## config.mk

```make
export PLATFORM = sky130hd
export DESIGN_NAME = vend_ctrl_multi
export DESIGN_NICKNAME = d
export VERILOG_FILES = /design/src/rtl/vend_ctrl_multi.sv
export SDC_FILE = /design/constraint.sdc
export NUM_CORES = 1
export LEC_CHECK = 0
export ABC_AREA = 0
export CAP_MARGIN = 25
export CORE_AREA = 2 2 76 107
export DETAILED_ROUTE_END_ITERATION = 8
export DIE_AREA = 0 0 78 109
export GPL_TIMING_DRIVEN = 0
export PLACE_DENSITY_LB_ADDON = 0.15
export SLEW_MARGIN = 10
export SYNTH_ARGS = -nofsm -noshare
export SYNTH_HDL_FRONTEND = slang
export SYNTH_SLANG_ARGS = --single-unit
export TNS_END_PERCENT = 5
```

## constraint.sdc

```tcl
create_clock -name clk -period 3.1 [get_ports clk]
set_clock_uncertainty 0.05 [all_clocks]
set_input_delay 0.775 -clock clk [delete_from_list [all_inputs] [get_ports clk]]
set_output_delay 0.775 -clock clk [all_outputs]
set_load 0.03 [all_outputs]
```

## src/rtl/vend_ctrl_multi.sv

```systemverilog
// vend_ctrl_multi: multi-item vending controller.
// Accepts four coin denominations, sells one of N_ITEMS products priced
// BASE_PRICE + i*PRICE_STEP, tracks per-item stock and pays change back
// greedily, one coin per ready/valid handshake with the hopper.
// Ports:
//   clk, reset            clock, asynchronous active-high reset
//   coin_valid, coin_sel  coin inserted pulse and its denomination code
//   sel_valid, sel_item   product selection pulse and index
//   cancel                refund all credit
//   restock_valid/_item   reload one item's stock to STOCK_INIT
//   chg_ready             hopper accepts the presented change coin
//   vend, vend_item       one-cycle dispense pulse and dispensed item
//   chg_valid, chg_coin   change coin presented to the hopper
//   coin_reject           inserted coin returned uncounted
//   err_funds, err_soldout selection error pulses
//   credit                current credit (feeds the display)
//   busy                  controller not in IDLE
//   stock_empty           bit i set when item i is out of stock
module vend_ctrl_multi #(
  parameter int N_ITEMS    = 4,
  parameter int ITEM_W     = 2,
  parameter int CREDIT_W   = 8,
  parameter int STOCK_W    = 4,
  parameter int STOCK_INIT = 3,
  parameter int COIN0      = 1,
  parameter int COIN1      = 2,
  parameter int COIN2      = 5,
  parameter int COIN3      = 10,
  parameter int BASE_PRICE = 15,
  parameter int PRICE_STEP = 5,
  parameter int MAX_CREDIT = 50
) (
  input  logic                clk,
  input  logic                reset,
  input  logic                coin_valid,
  input  logic [1:0]          coin_sel,
  input  logic                sel_valid,
  input  logic [ITEM_W-1:0]   sel_item,
  input  logic                cancel,
  input  logic                restock_valid,
  input  logic [ITEM_W-1:0]   restock_item,
  input  logic                chg_ready,
  output logic                vend,
  output logic [ITEM_W-1:0]   vend_item,
  output logic                chg_valid,
  output logic [1:0]          chg_coin,
  output logic                coin_reject,
  output logic                err_funds,
  output logic                err_soldout,
  output logic [CREDIT_W-1:0] credit,
  output logic                busy,
  output logic [N_ITEMS-1:0]  stock_empty
);

  // One extra bit so credit+coin and credit-price never wrap.
  localparam int AW = CREDIT_W + 1;

  typedef enum logic [1:0] {IDLE, VEND, CHANGE} state_t;

  state_t             state;
  logic [STOCK_W-1:0] stock [N_ITEMS];

  logic [AW-1:0] credit_x;
  logic [AW-1:0] add_sum;
  logic [AW-1:0] sel_price;
  logic [AW-1:0] chg_rem;
  logic          sel_in_range;
  logic          sel_soldout;

  function automatic logic [AW-1:0] coin_value(input logic [1:0] code);
    logic [AW-1:0] v;
    case (code)
      2'd0:    v = AW'(COIN0);
      2'd1:    v = AW'(COIN1);
      2'd2:    v = AW'(COIN2);
      default: v = AW'(COIN3);
    endcase
    return v;
  endfunction

  // Largest denomination not exceeding c; COIN0 is 1 so code 0 always fits.
  function automatic logic [1:0] greedy(input logic [AW-1:0] c);
    logic [1:0] g;
    if (c >= coin_value(2'd3))      g = 2'd3;
    else if (c >= coin_value(2'd2)) g = 2'd2;
    else if (c >= coin_value(2'd1)) g = 2'd1;
    else                            g = 2'd0;
    return g;
  endfunction

  always_comb begin
    credit_x     = {1'b0, credit};
    add_sum      = credit_x + coin_value(coin_sel);
    sel_price    = AW'(BASE_PRICE) + AW'(PRICE_STEP) * AW'(sel_item);
    chg_rem      = credit_x - coin_value(chg_coin);
    sel_in_range = 32'(sel_item) < N_ITEMS;
    sel_soldout  = 1'b1;
    if (sel_in_range) sel_soldout = (stock[sel_item] == '0);
  end

  always_comb begin
    stock_empty = '0;
    for (int unsigned i = 0; i < N_ITEMS; i++) stock_empty[i] = (stock[i] == '0);
  end

  assign busy = (state != IDLE);

  always_ff @(posedge clk or posedge reset) begin
    if (reset) begin
      state       <= IDLE;
      credit      <= '0;
      vend        <= 1'b0;
      vend_item   <= '0;
      chg_valid   <= 1'b0;
      chg_coin    <= '0;
      coin_reject <= 1'b0;
      err_funds   <= 1'b0;
      err_soldout <= 1'b0;
      for (int unsigned i = 0; i < N_ITEMS; i++) stock[i] <= STOCK_W'(STOCK_INIT);
    end else begin
      vend        <= 1'b0;
      coin_reject <= 1'b0;
      err_funds   <= 1'b0;
      err_soldout <= 1'b0;
      case (state)
        IDLE: begin
          if (cancel) begin
            coin_reject <= coin_valid;
            if (credit != '0) begin
              state     <= CHANGE;
              chg_valid <= 1'b1;
              chg_coin  <= greedy(credit_x);
            end
          end else if (sel_valid) begin
            coin_reject <= coin_valid;
            if (sel_soldout) begin
              err_soldout <= 1'b1;
            end else if (credit_x < sel_price) begin
              err_funds <= 1'b1;
            end else begin
              credit           <= CREDIT_W'(credit_x - sel_price);
              stock[sel_item]  <= stock[sel_item] - STOCK_W'(1);
              vend_item        <= sel_item;
              vend             <= 1'b1;
              state            <= VEND;
            end
          end else if (coin_valid) begin
            if (add_sum <= AW'(MAX_CREDIT)) credit <= CREDIT_W'(add_sum);
            else                            coin_reject <= 1'b1;
          end
        end
        VEND: begin
          coin_reject <= coin_valid;
          if (credit != '0) begin
            state     <= CHANGE;
            chg_valid <= 1'b1;
            chg_coin  <= greedy(credit_x);
          end else begin
            state <= IDLE;
          end
        end
        CHANGE: begin
          coin_reject <= coin_valid;
          if (chg_ready) begin
            credit <= CREDIT_W'(chg_rem);
            if (chg_rem == '0) begin
              state     <= IDLE;
              chg_valid <= 1'b0;
            end else begin
              chg_coin <= greedy(chg_rem);
            end
          end
        end
        default: state <= IDLE;
      endcase
      // Placed after the FSM so a same-cycle restock overrides a vend decrement.
      if (restock_valid && (32'(restock_item) < N_ITEMS))
        stock[restock_item] <= STOCK_W'(STOCK_INIT);
    end
  end

endmodule

```

* Word-level counts from Yosys, hierarchy flattened
Index checks and enable logic that the tools add are counted.
** Word-level totals
- Bits in registers :: 35
- Input bits :: 13
- Output and inout port bits :: 22
- Word-level logic and storage cells :: 147
** Operators by class
- Add/subtract/negate cells :: 5
- $mul :: 1
- $lt $le $gt $ge :: 12
- Eq/ne operators :: 19
- Multiplexer cells :: 68
- Bitwise operators :: 8
- Reduce and logical (&&, ||, !) cells :: 21
** Operators with widths (number)
- $mux W16 :: 6
- $mux W8 :: 7
- $mux W2 :: 16
- $mux W1 :: 24
- $ne A3 B3 Y1 const B :: 8
- $pmux W4 S3 :: 2
- $logic_not A4 Y1 :: 5
- $bwmux W16 :: 1
- $demux W4 S2 :: 2
- $mux W4 :: 4
- $pmux W8 S2 :: 1
- $pmux W2 S3 :: 2
- $ne A2 B2 Y1 const B :: 5
- $add A8 B9 Y9 :: 1
- $ge A9 B2 Y1 const B :: 1
- $ge A9 B3 Y1 const B :: 1
- $ge A9 B4 Y1 const B :: 1
- $le A9 B6 Y1 const B :: 1
- $logic_not A9 Y1 :: 1
- $sub A8 B9 Y9 :: 1
- $and A8 B8 Y8 :: 1
- $bmux W4 S2 :: 1
- $ge A8 B2 Y1 const B :: 1
- $ge A8 B3 Y1 const B :: 1
- other kinds (26) :: 40

* Longest topological paths before layout
- Depth after elaboration :: 13
- Gate-level depth with buffers :: 15

* Worst setup path after synthesis
No wires, ideal clock.
- Kind :: input-to-reg
- Start :: in sel_item[0]
- End :: reg stock[7] in the netlist's numbering
- Setup time :: 0.123 ns
- Data arrival time :: 2.872 ns
- Slack :: 0.054 ns
- Stages :: 15
- Buffers on the path :: 3
- Path through :: buf_6 > inv_1 > ha_1 > a22oi_1 > ha_1 > inv_1 > o21ai_0 > o21ai_2 > or2_1 > buf_6 > inv_4 > buf_6 > nand2_8 > nor2_1 > nor3_1
** Between the ends
- Word-level cells in the longest chain between the ends :: 13
- Elaborated cells between the ends (all ways) :: 22
- Those cells by class :: 2 x add/sub; 1 x mul; 3 x order compare; 12 x mux; 2 x bitwise; 2 x reduce/logical
** RTL lines
- start: declaration :: line 38 : input logic [ITEM_W-1:0] sel_item,
- parallel branches: the longest is 7 deep, another holds $lt A8 B6 Y1
- $mux W16 * :: line 136 : if (sel_soldout) begin
- $mux W16 * :: line 134 : end else if (sel_valid) begin
- $mux W16 * :: line 127 : if (cancel) begin
- $mux W16 * :: line 125 : case (state)
- $and A8 B8 Y8 (no line)
- $mux W16 * :: line 177 : if (restock_valid && (32'(restock_item) < N_ITEMS))
- end signal: indexed assignment :: line 142 : stock[sel_item] <= stock[sel_item] - STOCK_W'(1);
- end signal: indexed assignment :: line 178 : stock[restock_item] <= STOCK_W'(STOCK_INIT);
- end: declaration :: line 61 : logic [STOCK_W-1:0] stock [N_ITEMS];
Every way passes the cells marked *. The select of a mux whose other input is x is not followed.
A chain may end at the register's enable or synchronous reset.

* Worst setup path after layout
- Start :: in coin_sel[1]
- End :: reg credit[5]
** Between the ends
- Word-level cells in the longest chain between the ends :: 8
- Elaborated cells between the ends (all ways) :: 13
- Those cells by class :: 1 x add/sub; 1 x order compare; 3 x eq/ne; 6 x mux; 2 x reduce/logical
** RTL lines
- start: declaration :: line 36 : input logic [1:0] coin_sel,
- $eq A2 B2 Y1 (tied with other cells) :: line 72 : case (code)
- $pmux W4 S3 * :: line 72
- $add A8 B9 Y9 * :: line 93 : add_sum = credit_x + coin_value(coin_sel);
- parallel branches: the longest is 5 deep, another holds $le A9 B6 Y1
- end signal: assignment :: line 141 : credit <= CREDIT_W'(credit_x - sel_price);
- end signal: assignment :: line 148 : if (add_sum <= AW'(MAX_CREDIT)) credit <= CREDIT_W'(add_sum);
- end signal: assignment :: line 165 : credit <= CREDIT_W'(chg_rem);
- end: declaration :: line 50 : output logic [CREDIT_W-1:0] credit,
Marked as above.

==> reports/qor.tcl <==
set qor(critPathLaunchType) {primary input}
set qor(cts_hold_buf) 0
set qor(groute.usage.overall) 0.2082
set qor(cts.clk_slew.worst_paths_ns) 0.08
set qor(finalSetupViolCount) 0
set qor(cellPowerDensity_nw_per_um2) 1017
set qor(period_share) 0.9713
set qor(die_area_sq_um) 8502
set qor(fmax_mhz) 332.1
set qor(port_buffers) 33
set qor(worst_ir_drop_vdd_mv) 0.3784
set qor(multiInputGateArea_sq_um) 2059
set qor(detailedPlace.worstSlack_ns) -1.013
set qor(clock_network_latency_to_the_later_pin_of_the_worst_skew_pair_ns) 0.29
set qor(grt_pass1_vias) 2871
set qor(async_reset_ff_frac) 1.000
set qor(hp-class) {register to register}
set qor(cts.htree.levels) 2
set qor(fp-row-count) 38
set qor(post_drt_via_cell_ratio) 5.583
set qor(initial_antenna_violation_count) 0
set qor(path_cells) {clkdlybuf4s50_1 -> and2_4 -> ha_4 -> and3_1 -> a221oi_2 -> xnor2_1 -> a311oi_2 -> o31ai_2 -> buf_4 -> buf_4 -> o22a_1}
set qor(filler_cell_count) 767
set qor(routedWlPerCell_um) 16.71
set qor(wirelength_um) 8491
set qor(max_cap_viol_count) 0
set qor(worstPathArrival_ns) 3.14
set qor(holdPathStages) 2
set qor(run_status) {finished clean}
set qor(worst_pin_slew_ns) 0.7435
set qor(timing.critical_path.slowest_stage_cell) {sky130_fd_sc_hd__clkdlybuf4s50_1}
set qor(fp.coreArea_sq_um) 7607
set qor(finish.instance_area_sq_um) 3837
set qor(detailedRoute.firstIterationViolations) 158
set qor(fin_nets) 450
set qor(design_power_total_w) 0.003904
set qor(dp.final_hpwl_um) 6224
set qor(postSynth.topFlopCell) {sky130_fd_sc_hd__dfrtp_1}
set qor(hold_viol) 0
set qor(final-max-slew-violation-count) 0
set qor(clk_path_buf_depth) 2
set qor(synth.top_cells.by_area) {sky130_fd_sc_hd__dfrtp_1 (23%), sky130_fd_sc_hd__ha_1 (11%), sky130_fd_sc_hd__dfstp_2 (7.1%)}
set qor(number_of_synthesized_flops_with_an_enable_pin) 0
set qor(first_pass_grt_wire_length_um) 13860
set qor(setup_slack_ns) 0.08900
set qor(synth-seq-area-share) 0.3003
set qor(synthCells) 349
set qor(fin_crit_ns) 3.011
set qor(cts.sink_count) 35
set qor(ant_nets) 0
set qor(critPathCaptureType) {register}
set qor(layout-area-overhead-vs-synth_pct) 30.07
set qor(floorplan.initialDensity) 0.3878
set qor(r2r_cells) 10
set qor(insertedDiodeCount) 0
set qor(fin_cells) 508
set qor(post-synth-top-area-fraction) 0.2290
set qor(die_width_um) 78
set qor(worst_slew_margin_rel) 0.5036
set qor(seq_area_sq_um) 885.9
set qor(netlist-cell-type-count) 60
set qor(ffs_latches_synth) 35
set qor(hold_ws_ns) 0.4326
set qor(remaining_drc_errors) 0
set qor(postSynthNetCount) 392
set qor(yosysMostFrequentCell) {sky130_fd_sc_hd__nand2_1}
set qor(required_worst_endpoint_ns) 3.23
set qor(criticalPathCategory) {primary input to register}
set qor(power.leakage_nw) 1.628
set qor(grt_start_max_net_pins) 36
set qor(synth.cell_area_sq_um) 2950
set qor(clockRootBuffer) {sky130_fd_sc_hd__clkbuf_8}
set qor(synthDominantAreaCellType) {sky130_fd_sc_hd__dfrtp_1}
set qor(place.gp.congestion) 0.8682
set qor(synth_top_cells_by_count) {sky130_fd_sc_hd__nand2_1 (34), sky130_fd_sc_hd__a21oi_1 (32), sky130_fd_sc_hd__nor2_1 (32), sky130_fd_sc_hd__dfrtp_1 (27), sky130_fd_sc_hd__ha_1 (27)}
set qor(ys_warn_count) 0
set qor(post-place-cells) 482
set qor(cpPeakStageDelay_ns) 0.48
set qor(drive_gt1_frac) 0.2034
set qor(critical_path.max_fanout) 7
set qor(dr.pass1.iters) 4
set qor(die-height_um) 109
set qor(tritoncts) {yes}
set qor(post_dp_area_sq_um) 3406
set qor(grt-ovfl-total) 0
set qor(cts_inserted_buffers) 5
set qor(syn_area_per_cell_sq_um) 8.454
set qor(io-pin-count) 35
set qor(crit_top_cell) {sky130_fd_sc_hd__buf_4}
set qor(count_of_vias_placed_by_the_detailed_router) 2836
flip-flops by register name, indices dropped and copies added (netlist names):
signal	count
chg_coin	2
chg_valid	1
coin_reject	1
credit	8
err_funds	1
err_soldout	1
state	2
stock	16
vend	1
vend_item	2
critical path, delay by kind of cell:
family                     cells  cell delay (ns)
xor gates and xnor gates       1             0.13
AOI/OAI and AO/OA              4             0.84
adders and majority gates      1             0.21
buffers and inverters          3             0.82
and+or+nand+nor                2             0.36
final cells by class:
type | instances | area share
well taps | 100 | 0.03261
multi-input cells | 276 | 0.5367
plain buffers | 14 | 0.02185
repair buffers | 51 | 0.1246
clock inverters | 1 | 0.007825
inverters | 24 | 0.02576
clock buffers | 7 | 0.01989
flip-flops and latches | 35 | 0.2308
where the power goes:
| part | switching, W | total, W | internal (W) |
|---|---|---|---|
| clock network | 0.000171 | 0.000412 | 0.000241 |
| registers | 0.000190 | 0.000818 | 0.000628 |
| logic | 0.00156 | 0.00267 | 0.00111 |
path summary, 6_finish.rpt:
path,from,to,slack (ns)
max in group asynchronous,reset,credit[2],1.63
worst max register to register,credit[0],chg_coin[0],0.20
worst min register to register,vend_item[1],vend_item[1],0.43
min in group asynchronous,reset,err_funds,0.88
worst min-delay path,vend_item[1],vend_item[1],0.43
worst max-delay path,coin_sel[1],credit[5],0.09
cells by family after synthesis:
family | share of synthesized area
compound gates | 0.2210
xor+xnor | 0.03265
fa+ha+maj | 0.1349
buf+inv | 0.05852
flops | 0.3003
mux | 0.03732
simple gates | 0.2154
per-layer routing:
layer  routed length [um]  track usage  vias to the layer above
li1                     -            -                     1380
met1                 3260       0.2230                     1371
met2                 4746       0.4015                       69
met3                  221      0.02483                       16
met4                  263      0.09900                        0
met5                    0            0                        -
cells in the final DEF, fill, tap and decap left out, types with 4 or more instances in the layout:
cell / n
sky130_fd_sc_hd__nor3_1: 13
sky130_fd_sc_hd__nand2b_1: 5
sky130_fd_sc_hd__clkbuf_8: 5
sky130_fd_sc_hd__o21ai_0: 12
sky130_fd_sc_hd__clkdlybuf4s50_1: 30
sky130_fd_sc_hd__nand3_1: 12
sky130_fd_sc_hd__xor2_1: 5
sky130_fd_sc_hd__o211ai_1: 12
sky130_fd_sc_hd__a31oi_1: 6
sky130_fd_sc_hd__buf_4: 16
sky130_fd_sc_hd__nand2_1: 32
sky130_fd_sc_hd__dfrtp_1: 27
sky130_fd_sc_hd__clkbuf_1: 10
sky130_fd_sc_hd__dfstp_2: 8
sky130_fd_sc_hd__a21oi_1: 28
sky130_fd_sc_hd__nor4_1: 9
sky130_fd_sc_hd__mux4_2: 4
sky130_fd_sc_hd__xnor2_1: 6
sky130_fd_sc_hd__ha_4: 6
sky130_fd_sc_hd__nor2_1: 31
sky130_fd_sc_hd__inv_1: 19
sky130_fd_sc_hd__ha_1: 19
sky130_fd_sc_hd__a21o_1: 6
sky130_fd_sc_hd__buf_6: 4
stage by stage:
step	utilization	TNS, ns
finish	0.5044	0
global route	0.5044	-0.05719
CTS	0.4831	0
detailed placement	0.4477	-25.86
global placement	0.4477	-25.42
floorplan	-	0
timing repair:
action / CTS / global route
pin swaps: 10 / 10
endpoints found under the setup margin: 29 / 20
cloned: 1 / 1
setup buffers: 7 / 9
gates resized for setup: 31 / 28
(Power assumes the default switching activity.)
